--- config.mk ---
export PLATFORM = sky130hd
export DESIGN_NAME = tmds_channel_decoder
export DESIGN_NICKNAME = d
export VERILOG_FILES = /design/src/rtl/display_pkg.sv /design/src/rtl/tmds_symbol_decode.sv /design/src/rtl/tmds_channel_decoder.sv
export SDC_FILE = /design/constraint.sdc
export NUM_CORES = 1
export LEC_CHECK = 0
export BUFFER_PORTS_ARGS = -buffer_cell sky130_fd_sc_hd__buf_2
export CORE_ASPECT_RATIO = 0.9
export CORE_UTILIZATION = 30
export CTS_BUF_LIST = sky130_fd_sc_hd__clkbuf_4 sky130_fd_sc_hd__clkbuf_8 sky130_fd_sc_hd__clkbuf_16
export DETAILED_ROUTE_END_ITERATION = 7
export REMOVE_ABC_BUFFERS = 1
export SYNTH_ARGS = -nofsm -noshare
export SYNTH_HDL_FRONTEND = slang
export SYNTH_SLANG_ARGS = --single-unit
--- constraint.sdc ---
create_clock -name clk -period 2.6 [get_ports clk]
set_clock_uncertainty 0.05 [all_clocks]
set_input_delay 0.52 -clock clk [delete_from_list [all_inputs] [get_ports clk]]
set_output_delay 0.52 -clock clk [all_outputs]
set_load 0.02 [all_outputs]
--- src/rtl/display_pkg.sv ---
// display_pkg: shared TMDS symbol constants, alignment state type and token test
package display_pkg;

    localparam int TMDS_SYM_W = 10;

    localparam logic [TMDS_SYM_W-1:0] TMDS_CTRL_00 = 10'b1101010100;
    localparam logic [TMDS_SYM_W-1:0] TMDS_CTRL_01 = 10'b0010101011;
    localparam logic [TMDS_SYM_W-1:0] TMDS_CTRL_10 = 10'b0101010100;
    localparam logic [TMDS_SYM_W-1:0] TMDS_CTRL_11 = 10'b1010101011;

    typedef enum logic [1:0] {HUNT, SLIP_WAIT, LOCKED} tmds_align_state_t;

    function automatic logic tmds_is_ctrl(input logic [TMDS_SYM_W-1:0] s);
        return s inside {TMDS_CTRL_00, TMDS_CTRL_01, TMDS_CTRL_10, TMDS_CTRL_11};
    endfunction

endpackage

--- src/rtl/tmds_symbol_decode.sv ---
// tmds_symbol_decode: combinational 10b TMDS symbol to {data, ctrl, is_ctrl}
module tmds_symbol_decode
    import display_pkg::*;
(
    input  logic [TMDS_SYM_W-1:0] sym,
    output logic [7:0]            data,
    output logic [1:0]            ctrl,
    output logic                  is_ctrl
);

    logic [7:0] q;

    // Undo the optional inversion, then the XOR/XNOR chain selected by bit 8
    always_comb begin
        q       = sym[9] ? ~sym[7:0] : sym[7:0];
        data    = {q[7:1] ^ q[6:0] ^ {7{~sym[8]}}, q[0]};
        is_ctrl = tmds_is_ctrl(sym);
        ctrl    = sym == TMDS_CTRL_01 ? 2'b01 :
                  sym == TMDS_CTRL_10 ? 2'b10 :
                  sym == TMDS_CTRL_11 ? 2'b11 : 2'b00;
    end

endmodule

--- src/rtl/tmds_channel_decoder.sv ---
// tmds_channel_decoder: TMDS channel decode with bitslip word alignment; TMDS_ERR_CNT_EN adds a lock-loss counter
module tmds_channel_decoder
    import display_pkg::*;
#(
    parameter int ALIGN_TOKENS = 8,
    parameter int HUNT_CYCLES  = 1024,
    parameter int SLIP_WAIT    = 16,
    parameter int LOCK_TIMEOUT = 4096
) (
    input  logic                  clk,
    input  logic                  rst_n,
    input  logic [TMDS_SYM_W-1:0] sym_i,
    output logic [7:0]            data_o,
    output logic [1:0]            ctrl_o,
    output logic                  de_o,
    output logic                  locked_o,
`ifdef TMDS_ERR_CNT_EN
    output logic [15:0]           err_cnt_o,
`endif
    output logic                  bitslip_o
);

    localparam int RW = $clog2(ALIGN_TOKENS) + 1;
    localparam int HW = $clog2(HUNT_CYCLES) + 1;
    localparam int SW = $clog2(SLIP_WAIT) + 1;
    localparam int TW = $clog2(LOCK_TIMEOUT) + 1;

    logic [TMDS_SYM_W-1:0] sym_r;
    logic                  is_ctrl_r;
    logic [7:0]            dec_data;
    logic [1:0]            dec_ctrl;
    logic                  dec_is_ctrl;
    logic                  de_r;
    tmds_align_state_t     state;
    logic [RW-1:0]         run_cnt;
    logic [RW-1:0]         run_nxt;
    logic [HW-1:0]         hunt_cnt;
    logic [SW-1:0]         slip_cnt;
    logic [TW-1:0]         to_cnt;
    logic                  run_full;
    logic                  lock_lost;

    tmds_symbol_decode u_dec (
        .sym     (sym_r),
        .data    (dec_data),
        .ctrl    (dec_ctrl),
        .is_ctrl (dec_is_ctrl)
    );

    assign de_o = de_r & locked_o;

    // Token run length for the aligner; frozen at zero while the deserializer settles
    always_comb begin
        run_nxt   = (!is_ctrl_r || state == display_pkg::SLIP_WAIT) ? '0 :
                    (run_cnt == RW'(ALIGN_TOKENS)) ? run_cnt : run_cnt + 1'b1;
        run_full  = run_nxt == RW'(ALIGN_TOKENS);
        lock_lost = state == LOCKED && !run_full && to_cnt == TW'(LOCK_TIMEOUT - 1);
    end

    // Stage 1 captures the symbol and its token flag, stage 2 the decoded fields
    always_ff @(posedge clk or negedge rst_n) begin
        if (!rst_n) begin
            sym_r     <= '0;
            is_ctrl_r <= 1'b0;
            data_o    <= '0;
            ctrl_o    <= '0;
            de_r      <= 1'b0;
        end else begin
            sym_r     <= sym_i;
            is_ctrl_r <= tmds_is_ctrl(sym_i);
            de_r      <= !dec_is_ctrl;
            data_o    <= dec_is_ctrl ? data_o : dec_data;
            ctrl_o    <= dec_is_ctrl ? dec_ctrl : ctrl_o;
        end
    end

    // Alignment FSM: hunt for a token run, slip on timeout, drop lock when runs stop
    always_ff @(posedge clk or negedge rst_n) begin
        if (!rst_n) begin
            state     <= HUNT;
            locked_o  <= 1'b0;
            bitslip_o <= 1'b0;
            run_cnt   <= '0;
            hunt_cnt  <= '0;
            slip_cnt  <= '0;
            to_cnt    <= '0;
        end else begin
            bitslip_o <= 1'b0;
            run_cnt   <= run_nxt;
            case (state)
                HUNT:
                    if (run_full) begin
                        state    <= LOCKED;
                        locked_o <= 1'b1;
                        hunt_cnt <= '0;
                        to_cnt   <= '0;
                    end else if (hunt_cnt == HW'(HUNT_CYCLES - 1)) begin
                        state     <= display_pkg::SLIP_WAIT;
                        bitslip_o <= 1'b1;
                        hunt_cnt  <= '0;
                        slip_cnt  <= '0;
                    end else
                        hunt_cnt <= hunt_cnt + 1'b1;
                display_pkg::SLIP_WAIT:
                    if (slip_cnt == SW'(SLIP_WAIT - 1)) begin
                        state    <= HUNT;
                        hunt_cnt <= '0;
                        slip_cnt <= '0;
                    end else
                        slip_cnt <= slip_cnt + 1'b1;
                LOCKED:
                    if (run_full)
                        to_cnt <= '0;
                    else if (lock_lost) begin
                        state    <= HUNT;
                        locked_o <= 1'b0;
                        run_cnt  <= '0;
                        hunt_cnt <= '0;
                        slip_cnt <= '0;
                        to_cnt   <= '0;
                    end else
                        to_cnt <= to_cnt + 1'b1;
                default:
                    state <= HUNT;
            endcase
        end
    end

`ifdef TMDS_ERR_CNT_EN
    // Saturating count of lock losses
    always_ff @(posedge clk or negedge rst_n) begin
        if (!rst_n)
            err_cnt_o <= '0;
        else
            err_cnt_o <= (lock_lost && err_cnt_o != 16'hFFFF) ? err_cnt_o + 1'b1 : err_cnt_o;
    end
`endif

endmodule

==> results.yml <==
clock_tree:
  ctsHtreeMaxLevel: 3
  cts_root_buf: "clkbuf_16"
  clkTransAtPathRegs_ns: 0.06
  insertion_delay_ns: 0.33
  cts_num_sinks: 59
  hold_buffers: 0
  cts-buffers-inserted: 9
  cts_tree: "done"
  clockBufferDepth: 2
drt:
  drt_iter0_drc: 144
  drt_pass1_iterations: 4
  route.detailed.drc: 0
  wire_per_inst_um: 13.4
  ant_nets: 0
  routed_via_density: 5.11
  vias: 2416
  wirelength_mm: 6.35
synthesis:
  ys_async_sr_fraction: 1.00
  synth_simple_gate_area_share: 0.225
  synthCells: 305
  ys_ff_latch: 59
  yosys_most_used_dff: "dfrtp_1"
  synth_top_family_by_area: "simple AND/OR/NAND/NOR gates"
  syn_area_um2: 3130
  syn_avg_cell_area_um2: 10.2
  yosys.cell_types.count: 64
  synth_edf_count: 0
  ys_seq_area_frac: 0.472
  yosysWarnings: 0
  synth_fa_ha_area_frac: 0.0360
  synthMuxAreaShare: 0.0244
  synthXorXnorAreaFrac: 0.0364
  synth-compound-area-share: 0.185
sta:
  finalSetupViolCount: 0
  hold_violations: 0
  final.min_clock_period_ns: 2.45
  max_freq_mhz: 409
  fin_crit_sh: 0.940
  setup_ws_ns: 0.155
  report.final.slew_viol_count: 0
  rsz0062_at_grt: "false"
  slew_headroom: 0.395
  tightest_slew_ns: 0.904
worst_setup_path:
  startpoint_type: "flop"
  cp_max_fo: 8
  criticalPathCategory: "reg -> reg"
  critPathRequiredTime_ns: 2.77
  endpoint_kind: "flop"
  arrival_ns: 2.62
power_and_ir_drop:
  clkPwrFrac: 0.519
  internal-power_mw: 1.76
  power_frac_seq: 0.426
  swShare: 0.228
  power.combinational.fraction: 0.055
  p_sw_uw: 520
  vdd_drop_max_v: 0.000321
  p_leak_nw: 1.62
  pwr_density_cell_nw_per_um2: 605
layout:
  layout_common_cells: "dfrtp_1 (58), nor2_1 (24), buf_2 (24)"
  design_area_um2: 3770
  instances_no_fill: 473
  syn2layout_area_growth_pct: 20.8
  fin_nets: 363
  fill_cells: 963
  antennaDiodeCount: 0
  utilization: 0.381
  multi_input_area_um2: 1600
  drive_gt1_frac: 0.210
  layout_commonest_cell: "dfrtp_1"
  seq_area_um2: 1480
global_route:
  grt_overflow_total: 0
  grt_usage: 0.127
  grt_pass1_vias: 2254
  grt_pass1_wl_mm: 10.7
  antenna_found_initial: 0
  grt_max_degree: 60
die:
  die_w_um: 110
  initial_core_util: 0.315
  rows: 34
  dieArea_um2: 10800
  core_um2: 9910
  die_h_um: 98.8
  num_io_pins: 25
outcome:
  status: "complete, no violations"
placement:
  portBuffers: 24
  dpl_worst_slack_ns: 0.0882
  routabilityCongestion: 0.795
  dpl_cell_area_um2: 3450
  dpl.hpwl_mm: 4.40
  dpl.cell_count: 456
worst_hold_path:
  hp-class: "in -> async"
run:
  drv_cap: 0
## per-layer routing
layer / vias up / part of all wire / global-route usage
li1: 1203 / - / -
met2: 37 / 0.45 / 0.189
met4: 0 / 0.019 / 0.0615
met1: 1165 / 0.51 / 0.172
met3: 11 / 0.026 / 0.0304
met5: - / 0 / 0
## critical path: stages, from the launching register on
cell       delay [ns]
dfrtp_2          0.42
inv_1            0.07
ha_1             0.22
and3b_1          0.22
o22ai_2          0.27
o2111ai_4        0.23
a211oi_4         0.45
nand2_4          0.13
o41ai_2          0.29
## sequential cells by signal, summed over array words and instances, names as in the netlist
signal / count
bitslip_o: 1
ctrl_o: 2
data_o: 8
de_r: 1
hunt_cnt: 11
is_ctrl_r: 1
locked_o: 1
run_cnt: 4
slip_cnt: 5
state: 2
sym_r: 10
to_cnt: 13
## area by class of cell
| type | count | share of cell area |
|---|---|---|
| Timing Repair Buffer | 34 | 0.0550 |
| Clock buffer | 10 | 0.0633 |
| Inverter | 9 | 0.00895 |
| Multi-Input combinational cell | 229 | 0.423 |
| Sequential cell | 59 | 0.391 |
| Tap cell | 126 | 0.0418 |
| Clock inverter | 6 | 0.0169 |
## through the flow
stage | hold slack [ns] | TNS, ns | power [mW]
after floorplan | 0.174 | -0.0353 | 1.05
after global placement | 0.415 | 0 | 1.11
after detailed placement | 0.426 | 0 | 1.12
after CTS | 0.163 | 0 | 2.32
after global routing | 0.178 | 0 | 2.37
final | 0.147 | 0 | 2.28
## timing repair
action | CTS | global route
resized for setup | 0 | 3
setup endpoints to repair | 0 | 25
setup buffers | 0 | 1
hold endpoints to repair | 0 | 0
## cells in the mapped netlist, types with 2 or more instances
library cell,count,area (um2)
dfrtp_1,59,1480
nor2_1,24,90.1
nand2_1,22,82.6
a21oi_1,19,95.1
o21ai_0,17,85.1
nand3_1,13,65.1
xor2_1,10,87.6
ha_1,9,113
inv_1,9,33.8
nor2b_1,7,43.8
a22o_1,6,52.6
and2_1,6,37.5
and3_1,6,37.5
nand2b_1,6,37.5
a31oi_1,5,31.3
nand4_1,5,31.3
nor4_1,5,31.3
clkbuf_1,4,15.0
mux2i_1,4,40.0
nor3_1,4,20.0
o21ai_1,4,20.0
nand3b_1,3,22.5
o22ai_1,3,18.8
xnor2_1,3,26.3
a211oi_1,2,15.0
a21boi_0,2,15.0
buf_1,2,7.51
buf_2,2,10.0
mux2_2,2,22.5
nor3_2,2,20.0
nor4b_1,2,17.5
nor4bb_1,2,20.0
o21a_1,2,15.0
o2bb2ai_1,2,17.5
o31ai_1,2,15.0
o41ai_2,2,32.5
## power by group through the flow
| stage | Clock, mW | Sequential, mW | Combinational, mW |
|---|---|---|---|
| 6_report | 1.19 | 0.972 | 0.125 |
| 5_1_grt | 1.26 | 0.976 | 0.142 |
| 4_1_cts | 1.22 | 0.972 | 0.129 |
| 3_5_place_dp | 0 | 0.987 | 0.129 |
| 3_3_place_gp | 0 | 0.987 | 0.126 |
| 2_1_floorplan | 0 | 1.01 | 0.0369 |
## cell families after synthesis
logic type	Yosys count
AND/OR/NAND/NOR	121
AO/OA/AOI/OAI	79
flip-flops	59
buffers and inverters	17
XOR/XNOR	13
adder cells (fa/ha/maj)	9
multiplexers	7
## path summary, 6_finish.rpt
path / startpoint / end / slack (ns) / cells past startpoint
max: run_cnt[0] / hunt_cnt[7] / 0.15 / 8
min: rst_n / hunt_cnt[1] / 0.15 / 2
max reg2reg: run_cnt[0] / hunt_cnt[7] / 0.15 / 8
min reg2reg: ctrl_o[0] / ctrl_o[0] / 0.44 / 2
max in group asynchronous: rst_n / run_cnt[0] / 2.09 / 2
min in group clk: sym_i[9] / sym_r[9] / 0.25 / 1
(Power assumes the default switching activity.)
